`config.mk`:
```
export PLATFORM = sky130hd
export DESIGN_NAME = l2_pmem_burst_adaptor
export DESIGN_NICKNAME = d
export VERILOG_FILES = /design/src/rtl/l2_pmem_burst_adaptor.sv
export SDC_FILE = /design/constraint.sdc
export NUM_CORES = 1
export LEC_CHECK = 0
export BUFFER_PORTS_ARGS = -buffer_cell sky130_fd_sc_hd__buf_2
export CAP_MARGIN = 15
export CORE_ASPECT_RATIO = 0.5
export CORE_MARGIN = 2
export CORE_UTILIZATION = 36
export DETAILED_ROUTE_END_ITERATION = 10
export PLACE_DENSITY = 0.61
export SLEW_MARGIN = 10
export SYNTH_ARGS = -nofsm -noshare
export SYNTH_HDL_FRONTEND = slang
export SYNTH_SLANG_ARGS = --single-unit
```
`constraint.sdc`:
```
create_clock -name clk -period 3.99 [get_ports clk]
set_input_delay 0.399 -clock clk [delete_from_list [all_inputs] [get_ports clk]]
set_output_delay 0.399 -clock clk [all_outputs]
set_load 0.1 [all_outputs]
```
`src/rtl/l2_pmem_burst_adaptor.sv`:
```
// Bridges one 256-bit L2 line transaction to a fixed 4-beat, 64-bit
// physical-memory burst and returns a single-cycle completion to L2.
module l2_pmem_burst_adaptor #(
  parameter int LINE_W  = 256,
  parameter int BURST_W = 64,
  parameter int ADDR_W  = 32
) (
  input  logic                clk,
  input  logic                reset,
  input  logic                read_i,
  input  logic                write_i,
  input  logic [ADDR_W-1:0]   address_i,
  input  logic [LINE_W-1:0]   line_i,
  output logic [LINE_W-1:0]   line_o,
  output logic                resp_o,
  output logic                read_o,
  output logic                write_o,
  output logic [ADDR_W-1:0]   address_o,
  input  logic [BURST_W-1:0]  burst_i,
  output logic [BURST_W-1:0]  burst_o,
  input  logic                resp_i
);

  localparam int BEATS = LINE_W / BURST_W;
  localparam int CNT_W = (BEATS > 1) ? $clog2(BEATS) : 1;
  localparam int OFFS  = $clog2(LINE_W / 8);
  localparam logic [ADDR_W-1:0] ALIGN_MASK = ~ADDR_W'((64'd1 << OFFS) - 64'd1);
  localparam logic [CNT_W-1:0]  LAST_BEAT  = CNT_W'(BEATS - 1);

  typedef enum logic [1:0] {IDLE, READ, WRITE, DONE} state_t;

  state_t              state_reg, state_next;
  logic [CNT_W-1:0]    cnt_reg, cnt_next;
  logic [ADDR_W-1:0]   addr_reg, addr_next;
  logic [LINE_W-1:0]   wline_reg, wline_next;
  logic [BURST_W-1:0]  rline_reg [BEATS];
  logic [BURST_W-1:0]  wbeat [BEATS];
  logic                last_beat;

  assign last_beat = resp_i && (cnt_reg == LAST_BEAT);

  // State register
  always_ff @(posedge clk) begin
    if (reset) begin
      state_reg <= IDLE;
    end else begin
      state_reg <= state_next;
    end
  end

  // Next-state logic; read has priority over write in IDLE
  always_comb begin
    state_next = state_reg;
    case (state_reg)
      IDLE: begin
        if (read_i) begin
          state_next = READ;
        end else if (write_i) begin
          state_next = WRITE;
        end
      end
      READ:    if (last_beat) state_next = DONE;
      WRITE:   if (last_beat) state_next = DONE;
      DONE:    state_next = IDLE;
      default: state_next = IDLE;
    endcase
  end

  // Output logic, decoded purely from state
  always_comb begin
    read_o    = 1'b0;
    write_o   = 1'b0;
    resp_o    = 1'b0;
    address_o = '0;
    burst_o   = '0;
    case (state_reg)
      READ: begin
        read_o    = 1'b1;
        address_o = addr_reg;
      end
      WRITE: begin
        write_o   = 1'b1;
        address_o = addr_reg;
        burst_o   = wbeat[cnt_reg];
      end
      DONE:    resp_o = 1'b1;
      default: ;
    endcase
  end

  // Datapath next values: request capture in IDLE, beat counting in bursts
  always_comb begin
    cnt_next   = cnt_reg;
    addr_next  = addr_reg;
    wline_next = wline_reg;
    case (state_reg)
      IDLE: begin
        if (read_i || write_i) begin
          addr_next = address_i & ALIGN_MASK;
          cnt_next  = '0;
          if (!read_i) begin
            wline_next = line_i;
          end
        end
      end
      READ, WRITE: begin
        if (resp_i) begin
          cnt_next = cnt_reg + CNT_W'(1);
        end
      end
      default: ;
    endcase
  end

  always_ff @(posedge clk) begin
    if (reset) begin
      cnt_reg   <= '0;
      addr_reg  <= '0;
      wline_reg <= '0;
    end else begin
      cnt_reg   <= cnt_next;
      addr_reg  <= addr_next;
      wline_reg <= wline_next;
    end
  end

  // Read beats land in their own slice; the line holds until the next read overwrites it
  always_ff @(posedge clk) begin
    if (reset) begin
      for (int i = 0; i < BEATS; i++) begin
        rline_reg[i] <= '0;
      end
    end else if (state_reg == READ && resp_i) begin
      for (int i = 0; i < BEATS; i++) begin
        if (cnt_reg == CNT_W'(i)) begin
          rline_reg[i] <= burst_i;
        end
      end
    end
  end

  generate
    for (genvar gi = 0; gi < BEATS; gi++) begin : g_beat
      assign wbeat[gi]                       = wline_reg[gi*BURST_W +: BURST_W];
      assign line_o[gi*BURST_W +: BURST_W]   = rline_reg[gi];
    end
  endgenerate

endmodule

```
Yosys cells after proc, flatten, opt, wreduce, memory -nomap -nowiden
Memory sizes are Yosys's and may differ from the RTL's.
Index checks and enable logic that the tools add are counted.
Cells by class
  bitwise operators: 6
  $lt $le $gt $ge: 1
  reduce and logical (&&, ||, !) cells: 11
  add/sub/neg operators: 1
  equal/unequal tests: 10
  multiplexer cells: 37
Operators with widths (count)
  $mux 64: 7
  $bmux 64 s2: 1
  $mux 32: 1
  $mux 1: 21
  $mux 2: 5
  $eq 2x2->1 const B: 4
  $pmux 2 s3: 1
  $reduce_and 3->1: 2
  $eq 2x1->1 const B: 2
  $logic_not 2->1: 2
  $ne 2x1->1 const B: 2
  $or 1x1->1: 4
  $pmux 2 s2: 1
  $reduce_and 2->1: 2
  $ge 3x3->1 const B: 1
  $ne 3x3->1 const B: 1
  $not 2->3: 1
  $add 2x1->2 const B: 1
  $logic_and 1x1->1: 2
  $ne 2x2->1 const B: 1
  $reduce_bool 2->1: 1
  $reduce_or 2->1: 1
  $logic_or 1x1->1: 1
  $not 1->1: 1
Storage, ports and cells
  register bits after elaboration: 287
  memory bits (writable): 256
  memories: 1
Memory list
  rline_reg: depth 4, bits a word 64, rd ports 4, clocked after Yosys merged registers in 0, wr ports 4, RTL line 36  | logic [BURST_W-1:0] rline_reg [BEATS];

Logic depth before layout (Yosys ltp)
  word-level depth: 6
  depth in mapped cells: 9
  depth with buffers taken out: 5

Worst setup path after synthesis
Ideal clock, no wire load.
  path type: flip-flop to flip-flop
  from: register state_reg[1]
  to: memory rline_reg[1][0], enable pin
  arrival time: 2.894 ns
  stages on the path, launching flop included: 5
  buffers on the path: 0
  clock period less this slack: 3.317 ns
  data required time: 3.566 ns
  path slack: 0.673 ns
  path through: dfxtp_1 -> inv_1 -> ha_1 -> nand3_1 -> nand2_1
RTL lines
  from (decl): RTL line 32  | state_t state_reg, state_next;
  from (signal assigned): RTL line 47  | state_reg <= state_next;
  to (decl): RTL line 36

Final worst setup path
  from: register cnt_reg[0]
  to: output burst_o[59]
On the way
  cells in the longest elaborated chain, start to end: 5
RTL lines
  from (decl): RTL line 33  | logic [CNT_W-1:0] cnt_reg, cnt_next;
  from (signal assigned): RTL line 121  | cnt_reg <= cnt_next;
  $not 2->3 (implied by the code): RTL line 84  | burst_o = wbeat[cnt_reg];
  $bmux 64 s2: RTL line 84
  $mux 64 (implied by the code) (2 in a row): RTL line 84
  $mux 64: RTL line 76  | case (state_reg)
  to (decl): RTL line 20  | output logic [BURST_W-1:0] burst_o,
No other way between the ends. The select of a mux whose other input is x is not followed.

==> out/results.env <==
NUM_VIAS=16900
GP_CONGESTION=0.883
POST-ROUTE-PERIOD-UTIL_PCT=80.9
REG2REG_TO='wline_reg[254]$_SDFFE_PP0P_'
DP.CELLS=3399
WORSTSETUPSTARTPOINTTYPE='flop'
YS_FF_LATCH=543
WORST_EP_REQUIRED_TIME_PS=3590
POWER_FRAC_COMB_PCT=27.9
P_PER_AREA_nW_PER_UM2=580
ROUTEDWLPERCELL_UM=19.6
P_SW_mW=6.11
BEGINNING_OF_THE_WORST_REGISTER_TO_REGISTER_PATH='state_reg[0]$_SDFFE_PP0P_'
DIE_W_UM=351
POST_SYNTH_INST_COUNT=2003
POST_LAYOUT_NONFILLER_INSTANCES=3566
TIGHTESTPINTRANSITION_PS=963
TRITONCTS='built'
SEQ_POWER_SHARE_PCT=41.2
SW_FRAC_OF_TOTAL_PCT=37.5
CRIT_ARRIVAL_PS=2830
SYNTHESIZED_CELL_AREA_UM2=21700
DRV_SLEW=0
GRT_MAX_DEGREE=143
PROPORTION_OF_LAYOUT_CELLS_WITH_A_DRIVE_SUFFIX_ABOVE_1_PCT=32.6
SYNTH_TOP_AREA_SHARE_PCT=35.5
SYNTHMOSTINSTANTIATEDCELL='sky130_fd_sc_hd__nand2_1'
CELLLEAKAGEPOWER_nW=11.7
MAX_CAP_VIOLATIONS=0
GRT.OVERFLOW.TOTAL=0
FIRST_GLOBAL_VIAS=16000
HOLD-PATH-CELL-COUNT=3
GRT_USAGE_PCT=21.4
POSTCTSSETUPBUFFERS=0
TIMING.SETUP.CRITICAL_PATH_CLASS='flop to primary output'
FINAL_COUNT_OF_NEGATIVE_SETUP_SLACK_ENDPOINTS=0
POSTROUTEANTENNANETS=0
YS_TOP_CELLS_BY_AREA='sky130_fd_sc_hd__edfxtp_1, sky130_fd_sc_hd__dfxtp_1, sky130_fd_sc_hd__and2_1, sky130_fd_sc_hd__nand2_1, sky130_fd_sc_hd__mux4_2'
MAXCLOCKFREQUENCY_MHz=310
TIMING.FINAL.WS_SETUP_PS=761
CLOCK_SKEW_PS=14.7
CTS_BUFFERS=51
POST_CTS_RESIZE_COUNT=0
CORE.ROWCOUNT=63
DRT_FIRST_ITER_VIOLATIONS=1157
CLOCK_POWER_SHARE_PCT=30.9
CORE_AREA_UM2=59400
CTS.CLK_SLEW.WORST_PATHS_PS=70
SYNTH_CELL_TYPE_COUNT=35
FINALHOLDVIOLATIONS=0
YS_TOP_CELLS_BY_COUNT='sky130_fd_sc_hd__nand2_1, sky130_fd_sc_hd__and2_1, sky130_fd_sc_hd__dfxtp_1, sky130_fd_sc_hd__a21oi_1, sky130_fd_sc_hd__edfxtp_1'
INTERNAL-POWER_mW=10.2
CLOCK-SINKS=543
PLACEMENT.IO_BUFFERS=701
REMAINING_DRC_ERRORS=0
ROUTE.FINAL.WIRE_LENGTH_UM=69900
DIE_AREA_UM2=62300
YOSYSWARNINGCOUNT=0
SETUP_TNS_PS=0
R2R_WORST_PATH_DEPTH=6
DESIGN_AREA_UM2=28100
RUN_STATUS='finished clean'
CTSROOTBUFFERMASTER='sky130_fd_sc_hd__clkbuf_16'
INITIAL_CORE_UTIL_PCT=36.5
HOLD_PATH_END='wline_reg[238]$_SDFFE_PP0P_'
SYNTHESIZED_AREA_PER_CELL_UM2=10.8
NUM-NETS-FINAL=3055
INITIAL_ANTENNA_VIOLATION_COUNT=26
CRITICAL_PATH_PEAK_FANOUT=25
DRT-PASS1-ITER-COUNT=5
UNREPAIRED_SETUP_ENDPOINTS_AFTER_GLOBAL_ROUTING='no'
HPWL_UM=48600
ROUTE.DETAILED.VIAS_PER_INST=4.74
IOPINCOUNT=712
NUMBER_OF_ENABLE_FLIP_FLOP_CELLS_AFTER_SYNTHESIS=256
CLOCKBUFFERDEPTH=3
SYNTH_ASYNC_SR_FLOP_SHARE_PCT=0
SYNTH_FF_TYPE='sky130_fd_sc_hd__dfxtp_1'
HTREE_LEVELS=2
POST-PLACE-WS_PS=1330
GLOBAL_ROUTE_WIRE_LENGTH_BEFORE_REPAIR_UM=100000
TIMING.MAX_SLEW.REL_SLACK_PCT=35.8
SYNTH_AREA_LEADER_CELL='sky130_fd_sc_hd__edfxtp_1'
SETUP.WORST_PATH.END_CLASS='primary output'
AREA_DELTA_SYNTH_FINAL_PCT=29.9
WHS_PS=39.7
DETAILED_PLACE.AREA_UM2=25900
CLK-INSERTION-DELAY-LATE_PS=600
CHIPHEIGHT_UM=177
REGISTER_AREA_SHARE_AFTER_SYNTHESIS_PCT=62.0
HOLD_PATH_CLASS='input pin to flop'
LAUNCH_INSTANCE_OF_THE_WORST_MIN_DELAY_PATH='line_i[238]'
CTSHOLDBUFFERS=48
IR_WORST_VDD_V=0.000329
RRSETUPSLACK_PS=1560
FIN_CRIT_PERIOD_PS=3230
[cell usage in the layout, fill, tap and decap left out, types with 4 or more instances in the layout]
cell,instances
sky130_fd_sc_hd__buf_2,700
sky130_fd_sc_hd__nand2_1,568
sky130_fd_sc_hd__and2_1,347
sky130_fd_sc_hd__dfxtp_1,285
sky130_fd_sc_hd__a21oi_1,284
sky130_fd_sc_hd__edfxtp_1,256
sky130_fd_sc_hd__mux4_2,64
sky130_fd_sc_hd__clkbuf_16,54
sky130_fd_sc_hd__dlygate4sd3_1,48
sky130_fd_sc_hd__diode_2,23
sky130_fd_sc_hd__buf_4,20
sky130_fd_sc_hd__clkbuf_1,12
sky130_fd_sc_hd__clkinv_2,11
sky130_fd_sc_hd__buf_12,10
sky130_fd_sc_hd__ha_1,8
sky130_fd_sc_hd__clkbuf_8,6
sky130_fd_sc_hd__inv_1,5
sky130_fd_sc_hd__conb_1,5
sky130_fd_sc_hd__nand3_1,4
sky130_fd_sc_hd__nand2_4,4
[layout make-up]
cell class	instances	area, µm²
clock buffer	71	1470
antenna	23	57.6
fill	5684	31200
sequential	543	13400
multi-input combinational	1308	7550
tap	812	1020
inverter	6	22.5
clock inverter	24	246
timing repair buffer	779	4350
[logic make-up after synthesis]
kind of cell,synth area share [%]
mux,6.70
fa+ha+maj,0.520
other cells,0.0173
buf+inv,3.47
compound gates,6.92
flops,62.0
simple gates,20.4
[power groups by stage]
stage | clock, mW | combinational [mW] | sequential (mW)
detailed placement | 0 | 4.53 | 6.84
CTS | 5.18 | 4.58 | 6.72
global route | 5.38 | 4.80 | 6.78
finish | 5.05 | 4.55 | 6.72
floorplan | 0 | 2.16 | 8.20
global placement | 0 | 4.51 | 6.82
[critical path, stage by stage, from the launching register on]
cell and delay [ps]:
sky130_fd_sc_hd__dfxtp_4 680, sky130_fd_sc_hd__buf_4 420, sky130_fd_sc_hd__mux4_2 630, sky130_fd_sc_hd__and2_1 190, sky130_fd_sc_hd__buf_2 290
[through the flow]
| step | power [mW] | utilization (%) |
|---|---|---|
| 3_3_place_gp | 11.3 | 43.6 |
| 5_1_grt | 17.0 | 47.4 |
| 6_report | 16.3 | 47.4 |
| 4_1_cts | 16.5 | 47.3 |
| 2_1_floorplan | 10.4 | - |
| 3_5_place_dp | 11.4 | 43.6 |
[worst max path at each step]
stage                         startpoint  depth (start not counted)  slack, ps                             to
3_5_place_dp     cnt_reg[0]$_SDFFE_PP0P_                          4       1330                    burst_o[59]
3_3_place_gp     cnt_reg[0]$_SDFFE_PP0P_                          4       1340                    burst_o[59]
5_1_grt          cnt_reg[0]$_SDFFE_PP0P_                          4        580                    burst_o[59]
6_report         cnt_reg[0]$_SDFFE_PP0P_                          4        760                    burst_o[59]
4_1_cts          cnt_reg[0]$_SDFFE_PP0P_                          4        660                    burst_o[59]
2_1_floorplan  state_reg[1]$_SDFFE_PP0P_                          4        670  rline_reg[1][0]$_SDFFCE_PN0P_
[routing by layer]
metal | part of all wire (%) | GRT usage (%) | routed length (µm) | vias to the layer above
met5 | 0.011 | 0 | 8 | -
met4 | 3.4 | 8.40 | 2360 | 2
met3 | 4.2 | 3.12 | 2930 | 128
met2 | 52 | 37.5 | 36300 | 409
met1 | 40 | 26.6 | 28300 | 8242
li1 | - | - | - | 8120
Note: power is estimated with default switching activity, not from simulation.
